===== src/rtl/hazard_stall_ctrl.sv =====
// Pipeline stall/flush sequencer for the 5-stage MIPS core: load-use bubble,
// multi-cycle mult/div occupancy of EX, and taken-branch IF/ID flush.
module hazard_stall_ctrl #(
  parameter int unsigned MD_LATENCY = 4,
  parameter int unsigned STAT_W     = 16
) (
  input  logic              clk,
  input  logic              reset,
  input  logic [4:0]        id_rs,
  input  logic [4:0]        id_rt,
  input  logic              id_uses_rs,
  input  logic              id_uses_rt,
  input  logic [4:0]        ex_rt,
  input  logic              ex_memtoreg,
  input  logic              ex_muldiv,
  input  logic              id_branch_taken,
  output logic              pc_le,
  output logic              if_id_le,
  output logic              if_id_clear,
  output logic              id_ex_le,
  output logic              id_ex_clear,
  output logic              md_busy,
  output logic [STAT_W-1:0] stall_cycles
);

  typedef enum logic {RUN, MD_BUSY} state_t;

  state_t              state_q, state_d;
  logic [7:0]          md_cnt_q, md_cnt_d;
  logic [STAT_W-1:0]   stall_q, stall_d;
  logic                load_use;

  assign load_use = ex_memtoreg && (ex_rt != 5'd0) &&
                    ((id_uses_rs && (id_rs == ex_rt)) ||
                     (id_uses_rt && (id_rt == ex_rt)));

  always_comb begin
    state_d     = state_q;
    md_cnt_d    = md_cnt_q;
    stall_d     = stall_q;
    pc_le       = 1'b1;
    if_id_le    = 1'b1;
    id_ex_le    = 1'b1;
    if_id_clear = 1'b0;
    id_ex_clear = 1'b0;
    md_busy     = 1'b0;

    if (reset) begin
      pc_le       = 1'b0;
      if_id_le    = 1'b0;
      id_ex_le    = 1'b0;
      if_id_clear = 1'b1;
      id_ex_clear = 1'b1;
      state_d     = RUN;
      md_cnt_d    = '0;
      stall_d     = '0;
    end else begin
      unique case (state_q)
        RUN: begin
          if (ex_muldiv) begin
            pc_le    = 1'b0;
            if_id_le = 1'b0;
            id_ex_le = 1'b0;
            md_cnt_d = 8'(MD_LATENCY - 2);
            state_d  = MD_BUSY;
          end else if (load_use) begin
            // Bubble wins over a taken branch; the branch is re-resolved next cycle.
            pc_le       = 1'b0;
            if_id_le    = 1'b0;
            id_ex_clear = 1'b1;
          end else if (id_branch_taken) begin
            if_id_clear = 1'b1;
          end
        end
        MD_BUSY: begin
          md_busy = 1'b1;
          if (md_cnt_q != 8'd0) begin
            pc_le    = 1'b0;
            if_id_le = 1'b0;
            id_ex_le = 1'b0;
            md_cnt_d = md_cnt_q - 8'd1;
          end else begin
            // ex_muldiv is still high here; returning to RUN without a retrigger check.
            if_id_clear = id_branch_taken;
            state_d     = RUN;
          end
        end
        default: state_d = RUN;
      endcase

      if (!pc_le && (stall_q != '1))
        stall_d = stall_q + 1'b1;
    end
  end

  always_ff @(posedge clk) begin
    state_q  <= state_d;
    md_cnt_q <= md_cnt_d;
    stall_q  <= stall_d;
  end

  assign stall_cycles = stall_q;

endmodule

===== config.mk =====
export PLATFORM = sky130hd
export DESIGN_NAME = hazard_stall_ctrl
export DESIGN_NICKNAME = d
export VERILOG_FILES = /design/src/rtl/hazard_stall_ctrl.sv
export SDC_FILE = /design/constraint.sdc
export NUM_CORES = 1
export LEC_CHECK = 0
export BUFFER_PORTS_ARGS = -buffer_cell sky130_fd_sc_hd__buf_2
export CAP_MARGIN = 20
export CORE_ASPECT_RATIO = 1.25
export CORE_UTILIZATION = 46
export DETAILED_ROUTE_END_ITERATION = 10
export GPL_TIMING_DRIVEN = 0
export PLACE_DENSITY = 0.86
export SYNTH_ARGS = -nofsm -noshare
export SYNTH_HDL_FRONTEND = slang
export SYNTH_SLANG_ARGS = --single-unit

===== constraint.sdc =====
create_clock -name clk -period 2.1 [get_ports clk]
set_clock_uncertainty 0.1 [all_clocks]
set_input_delay 0.42 -clock clk [delete_from_list [all_inputs] [get_ports clk]]
set_output_delay 0.42 -clock clk [all_outputs]
set_load 0.03 [all_outputs]

==> results of run 1 <==
-- final cells by class --
class / instances / area, µm²
Tap cell: 36 / 45.0
Clock buffer: 3 / 22.5
Timing Repair Buffer: 68 / 531
Sequential cell: 25 / 512
Inverter: 6 / 22.5
Multi-Input combinational cell: 142 / 1170
Buffer: 6 / 53.8
Clock inverter: 1 / 7.51
Fill cell: 170 / 612
-- per-stage QoR --
step           worst slack, ns  power [mW]  instance area (µm²)  setup TNS [ns]
6_report                -0.240        1.50                 2360           -2.55
4_1_cts                 -0.186        1.36                 2120          -0.910
3_3_place_gp            -0.355       0.945                 1780           -2.92
3_5_place_dp            -0.358       0.953                 1780           -3.04
5_1_grt                 -0.277        1.57                 2360           -3.63
2_1_floorplan           -0.152       0.852                 1520          -0.214
-- Yosys cell counts (all sizes together) --
master and instances:
buf 5, inv 6, nand2 12, nand2b 1, o221ai 1, nand4bb 1, mux2i 1, o31ai 4
nor3b 1, nor3 4, nand3 10, a21o 1, or3 10, nor2b 2, or2 1, and3 4
ha 2, xnor2 11, a21oi 19, and3b 1, clkbuf 2, a311oi 1, or3b 1, or4 4
o21ai 10, nand4 6, or4b 1, o311ai 1, nor2 21, dfxtp 25, mux2 2, a221oi 1
and4 1, nor4 2, and2 2, o22ai 1, xor2 2
-- routing by layer --
layer  share of wire  vias up  GRT usage
met2            0.54       84      0.478
li1                -      800          -
met1            0.36      825      0.299
met3           0.070       20     0.0329
met5               0        -          0
met4           0.033        0      0.122
-- worst register-to-register path, stage by stage, from the launching register on --
cell	delay [ns]
dfxtp_2	0.38
inv_2	0.05
ha_4	0.17
nand4bb_4	0.11
nor3_4	0.06
buf_12	0.14
buf_6	0.12
a21oi_4	0.16
nand3_2	0.13
buf_4	0.17
or4_1	0.50
a21oi_1	0.17
-- power breakdown --
part	switching (mW)	internal, mW
Sequential	0.0291	0.510
Clock	0.159	0.0732
Combinational	0.358	0.373
Total	0.546	0.957
-- flip-flops by register name, indices dropped and copies added (netlist names) --
signal	count
md_cnt_q	8
stall_cycles	16
state_q	1
-- worst paths after layout --
| path | start | to | cells after the start |
|---|---|---|---|
| max | ex_rt[4] | pc_le | 8 |
| min | reset | stall_cycles[6] | 2 |
| max reg2reg | md_cnt_q[1] | stall_cycles[14] | 11 |
| min reg2reg | stall_cycles[9] | stall_cycles[9] | 2 |
-- repair_timing --
action | 4_1_cts | 5_1_grt
setup buffers | 18 | 7
resized for setup | 38 | 39
pin swaps | 19 | 23
gates cloned | 1 | 0
endpoints found under the setup margin | 22 | 25
-- cell families after synthesis --
family          synth area share
compound gates             0.157
fa+ha+maj                 0.0171
simple gates               0.332
mux                       0.0274
buf+inv                   0.0470
xor+xnor                  0.0778
flops                      0.342
==> metrics, run 1 <==
result of the run finished, violations left; violated checks setup timing; antenna violations before repair 0; share of the yosys chip area belonging to registers 0.342; slowest cell delay on critical path 0.56 ns; Worst Hold Slack approximately 0.31 ns; Yosys reg bits 25; final clock period utilization by the worst path 1.11; warning count from the yosys run 0; Relative slew margins 0.630; leading cell types in the layout, fill and taps excluded buf_2 (31), buf_4 (21), nor2_1 (18), dfxtp_1 (18), buf_6 (16); number of nets in the synthesized netlist 204; cell with the largest stage delay on the worst path or4_4; Final Slew Violations 0; synth-to-layout area growth 61.3%; root buffer cell clkbuf_4; type of the tightest min-delay check in2reg; via count of the first global-routing pass 1598; total core area 2970 µm²; final design utilization 0.794; layout cells sized above 1 0.534; number of primary I/O pins 44; area leader, netlist dfxtp_1; CP delay by family, top simple AND/OR/NAND/NOR gates; global routing usage summed across all routing layers 0.266; DRT Wirelength 5.21 mm; final setup fails 18; mean post-synth cell area 8.13 µm²; half-perimeter wire length of the detailed placement result 2.61 mm; post-layout instance count excluding filler cells approximately 290; maximum number of pins on one net before global-route repair 16; cells along the critical path buf_8 > or4_4 > o21ai_4 > nand2b_4 > a21oi_4 > nor2_4 > buf_6 > buf_6; Max IR drop VDD 0.499 mV; count of endpoints failing hold in the final timing report 0; routed wirelength normalized by instance count 18.2 µm; maximum capacitance violations 0; placement row count 22; clock sink total 25; final worst-path setup slack -0.240 ns; DRT iter0 DRCs 92; critical path arrival 1.82 ns; number of instances in the synthesized netlist 180; highest clock frequency the design can meet 427 MHz; CTS Hold Bufs 0; number of placed instances, taps included 259; initial core utilization 0.492; type of element launching the critical path primary input; RePlAce Congestion between 0.8 and 0.9; source-to-sink clock delay at the later pin of the worst-skew pair 0.34 ns; Leak 0.985 nW; flop2flop setup slack -0.22 ns; final layout net count 276; crit end category output port; P per Cell Area 636 nW/µm²; global-route wire length before repair 6.91 mm; Die X-Extent 52.5 µm; distinct cell type count of the synthesized netlist 45; clock transition time at the flip-flop clock pins of the worst setup and hold paths 0.14 ns; critical path's most frequent cell buf_6; vias post-DR ~1700; slew at the pin closest to its max-slew limit 0.555 ns; CP max FO 3; final critical-path required period 2.34 ns; floorplan die area 3410 µm²; RSZ-0062 raised after global routing yes; commonest non-fill, non-tap cell in the layout buf_2; die span in y 65.1 µm; cell area after synthesis 1460 µm²; diodes inserted 0; number of buffers created by CTS 3; clk buf depth 2; drt drc 0; kind of critical path in2out; number of buffer cells added on primary ports 43; number of search-and-repair iterations in the first detailed-routing pass 4; mean number of vias per cell 6.02; total number of H-tree levels 1; CTS tree yes; synth top area cells dfxtp_1 (34%), xnor2_1 (6.6%), a21oi_1 (6.5%); Crit path buffers/inverters 3; gr ovfl total 0; top cell type's share of synthesized area 0.342; data required time of the critical path between 1.5 and 2 ns; ANT nets after route 0
Power figures use the tool's default switching activity.
==> inputs of run 2 (changes only) <==
- RECOVER_POWER: default -> 100
==> metrics, run 2 (synthesis results as in run 1) <==
kind of critical path in2out; layout cells sized above 1 0.522; vias post-DR about 1700; type of element launching the critical path primary input; highest-utilization routing layer at the global route stage met2; final layout net count between 200 and 300; global routing usage summed across all routing layers 0.266; Hold Path Depth 2; global-route wire length before repair 6.91 mm; data required time of the critical path 1.58 ns; DRT iter0 DRCs 93; commonest non-fill, non-tap cell in the layout buf_2; highest clock frequency the design can meet 428 MHz; Die X-Extent 52.5 µm; Leak 0.972 nW; synth-to-layout area growth 61.0%; number of buffer cells added on primary ports 43; Final Slew Violations 0; Max IR drop VDD approximately 0.5 mV; antenna violations before repair 0; RePlAce Congestion 0.822; Worst Hold Slack ~0.31 ns; routing usage on met2 0.478; mean number of vias per cell 6.01; placement row count 22; die span in y 65.1 µm; maximum number of pins on one net before global-route repair 16; final critical-path required period 2.34 ns; met1 usage 0.299; RSZ-0062 raised after global routing yes; type of the tightest min-delay check in2reg; CTS tree yes; P per Cell Area approximately 640 nW/µm²; overall power of the completed layout 1.50 mW; routed wirelength normalized by instance count 18.3 µm; Relative slew margins 0.630; final setup fails 18; source-to-sink clock delay at the later pin of the worst-skew pair 0.34 ns; final clock period utilization by the worst path 1.11; floorplan die area 3410 µm²; CP max FO 3; final non-filler cell area 2360 µm²; clk buf depth 2; critical path arrival about 1.8 ns; number of search-and-repair iterations in the first detailed-routing pass 4; total core area ~3000 µm²; fill cell instance count of the final layout 171; number of placed instances, taps included 259; Register-to-Register Path Depth 11; clock sink total 25; leading cell types in the layout, fill and taps excluded buf_2 (28), buf_4 (21), nor2_1 (18), dfxtp_1 (18), buf_6 (16); final design utilization 0.793; flip-flop count of the largest register, all copies and words added 16; diodes inserted 0; violated checks setup timing; slew at the pin closest to its max-slew limit 0.555 ns; clock transition time at the flip-flop clock pins of the worst setup and hold paths 0.14 ns; root buffer cell clkbuf_4; initial core utilization 0.492; maximum capacitance violations 0; number of primary I/O pins 44; area after detailed placement 1780 µm²; ANT nets after route 0; total number of H-tree levels 1; result of the run finished, violations left; drt drc 0; crit end category output port; via count of the first global-routing pass 1598; post-layout instance count excluding filler cells 287; number of buffers created by CTS 3; DRT Wirelength 5.24 mm; CTS Hold Bufs 0; met3 usage in global routing 0.0329; gr ovfl total 0; final worst-path setup slack -0.239 ns; half-perimeter wire length of the detailed placement result 2.61 mm; count of endpoints failing hold in the final timing report 0
## run 2: what timing repair did
item,4_1_cts,5_1_grt
pin swaps,19,23
hold endpoints to repair,0,0
gates resized for setup,38,39
gates cloned,1,0
buffers inserted,18,7
endpoints found under the setup margin,22,25
## run 2: layer usage
layer  vias up  wire [µm]  part of all wire
met5         -          0                 0
met4         0        172             0.033
met3        20        360             0.069
met2        85       2840              0.54
met1       821       1870              0.36
li1        800          -                 -
## run 2: cell type report
class | count | area (µm²) | area share
buffer | 6 | 53.8 | 0.0228
sequential | 25 | 512 | 0.217
clock buffer | 3 | 22.5 | 0.00955
inverter | 6 | 22.5 | 0.00955
tap | 36 | 45.0 | 0.0191
timing repair buffer | 68 | 527 | 0.223
multi-input combinational | 142 | 1170 | 0.495
clock inverter | 1 | 7.51 | 0.00318
## run 2: power breakdown
| group | switching (mW) | total (mW) | internal, mW |
|---|---|---|---|
| combinational | 0.359 | 0.731 | 0.372 |
| sequential | 0.0294 | 0.540 | 0.510 |
| clock | 0.160 | 0.233 | 0.0732 |
## run 2: worst paths after layout
kind | from | to | slack (ns)
worst max-delay path | ex_rt[4] | pc_le | -0.24
worst min-delay path | reset | stall_cycles[6] | 0.31
worst max register to register | md_cnt_q[1] | stall_cycles[14] | -0.22
worst min register to register | stall_cycles[9] | stall_cycles[9] | 0.42
## run 2: metrics by stage
stage          setup WS [ns]  setup TNS (ns)
3_5_place_dp          -0.358           -3.04
4_1_cts               -0.186          -0.910
2_1_floorplan         -0.152          -0.214
3_3_place_gp          -0.355           -2.92
5_1_grt               -0.277           -3.64
6_report              -0.239           -2.55
## run 2: critical path: stages
cell and delay, ns:
buf_8 0.11, or4_4 0.56, o21ai_4 0.18, nand2b_4 0.16, a21oi_4 0.07, nor2_4 0.10
buf_6 0.09, buf_6 0.11
==> inputs of run 3 (changes only) <==
- BUFFER_PORTS_ARGS: -buffer_cell sky130_fd_sc_hd__buf_2 -> default
- CORE_UTILIZATION: 46 -> 55
- DONT_BUFFER_PORTS: default -> 1
- PLACE_DENSITY: 0.86 -> 0.84
==> metrics, run 3 (synthesis results as in run 1) <==
final design utilization 0.723; initial core utilization 0.591; DRT Wirelength 3.95 mm; clock sink total 25; type of the tightest min-delay check in2reg; die span in y 59.7 µm; ANT nets after route 0; total core area 2480 µm²; global routing usage summed across all routing layers 0.283; DRT iter0 DRCs 43; drt drc 0; via count of the first global-routing pass about 1400; CTS tree yes; maximum number of pins on one net before global-route repair 16; final layout net count 221; Relative slew margins 0.615; Leak 0.617 nW; vias post-DR 1447; Max IR drop VDD ~0.49 mV; multi-input combinational cell area 1040 µm²; final non-filler cell area 1790 µm²; type of element launching the critical path flop; internal power contribution 0.778 mW; leading cell types in the layout, fill and taps excluded dfxtp_1 (20), nor2_1 (18), a21oi_1 (16), buf_4 (12), nand2_1 (12); diodes inserted 0; half-perimeter wire length of the detailed placement result 2.68 mm; placement row count 20; final worst-path setup slack -0.297 ns; crit end category output port; gr ovfl total 0; number of primary I/O pins 44; flip-flop count of the largest register, all copies and words added 16; CTS Hold Bufs 0; Final Slew Violations 0; mean number of vias per cell 6.32; antenna violations before repair 0; Sequential cell area 512 µm²; Die X-Extent around 48 µm; synth-to-layout area growth 22.4%; area after detailed placement 1560 µm²; result of the run finished, violations left; critical path arrival 1.88 ns; fill cell instance count of the final layout 195; commonest non-fill, non-tap cell in the layout dfxtp_1; maximum capacitance violations 0; RePlAce Congestion just over 0.8; number of buffers created by CTS 3; count of endpoints failing hold in the final timing report 0; switching power 0.466 mW; layout cells sized above 1 0.286; global-route wire length before repair between 5 and 6 mm; final critical-path required period 2.40 ns; P per Cell Area 694 nW/µm²; violated checks setup timing; final clock period utilization by the worst path 1.14; final setup fails 20; slew at the pin closest to its max-slew limit roughly 0.58 ns; clock transition time at the flip-flop clock pins of the worst setup and hold paths 0.16 ns; clk buf depth 2; highest clock frequency the design can meet 417 MHz; routed wirelength normalized by instance count 17.3 µm; number of search-and-repair iterations in the first detailed-routing pass 4; worst-case setup slack after placement -0.291 ns; sequential cell fraction of total power 0.457; RSZ-0062 raised after global routing yes; number of buffer cells added on primary ports 0; power share of the combinational group 0.352; Worst Hold Slack 0.202 ns; data required time of the critical path 1.58 ns; Sw Share 0.374; source-to-sink clock delay at the later pin of the worst-skew pair about 0.33 ns; total number of H-tree levels 1; part of the total power dissipated in the clock network 0.191; CP max FO 5; floorplan die area 2870 µm²; kind of critical path reg2out; root buffer cell clkbuf_4; Total Negative Setup Slacks -3.00 ns
[run 3: changes by cell type in the layout (fill, tap and decap cells not counted), moves of 3 or more]
cell	delta
buf_4	-9
or3_1	+4
or3_4	-4
a21oi_1	+3
buf_6	-12
buf_2	-28
dfxtp_2	-3
xnor2_1	+7
o21ai_1	+3
xnor2_2	-7
[run 3: worst max-delay path, cell delays in order, from the launching register on]
cell,delay (ns)
dfxtp_4,0.39
inv_4,0.05
ha_4,0.15
nand4bb_4,0.14
nor3_4,0.31
a21oi_4,0.08
nor2_4,0.25
buf_6,0.17
[run 3: per-layer routing]
layer	share of wire	routed length (µm)	up-vias	GRT usage
met5	0	0	-	0
met4	0.022	87	0	0.135
met3	0.048	190	12	0.0604
met2	0.55	2160	46	0.516
met1	0.38	1510	702	0.285
li1	-	-	687	-
[run 3: timing repair]
item,CTS,global route
gates cloned,0,0
endpoints found under the setup margin,22,22
gates resized for setup,28,15
buffers inserted,8,5
pin swaps,5,11
[run 3: power groups by stage]
stage	registers, mW	logic (mW)	clock network, mW
final	0.568	0.438	0.237
after detailed placement	0.573	0.342	0
after global routing	0.573	0.473	0.253
after global placement	0.570	0.330	0
after CTS	0.565	0.410	0.236
after floorplan	0.564	0.288	0
[run 3: layout make-up]
class                   count  share of cell area
repair buffers             12              0.0524
clock inverters             1             0.00419
multi-input cells         142               0.578
plain buffers               7              0.0300
clock buffers               3              0.0126
flip-flops and latches     25               0.286
well taps                  33              0.0230
inverters                   6              0.0140
[run 3: worst paths after layout]
check,startpoint,cells after the start,slack [ns],end
min,ex_muldiv,3,0.20,md_cnt_q[4]
max reg2reg,stall_cycles[0],8,-0.18,stall_cycles[15]
min reg2reg,md_cnt_q[2],2,0.45,md_cnt_q[2]
max,md_cnt_q[0],7,-0.30,pc_le
[run 3: through the flow]
stage | std cells | power [mW]
CTS | 225 | 1.21
global placement | 213 | 0.900
detailed placement | 213 | 0.915
global route | 229 | 1.30
floorplan | 180 | 0.852
finish | 229 | 1.24
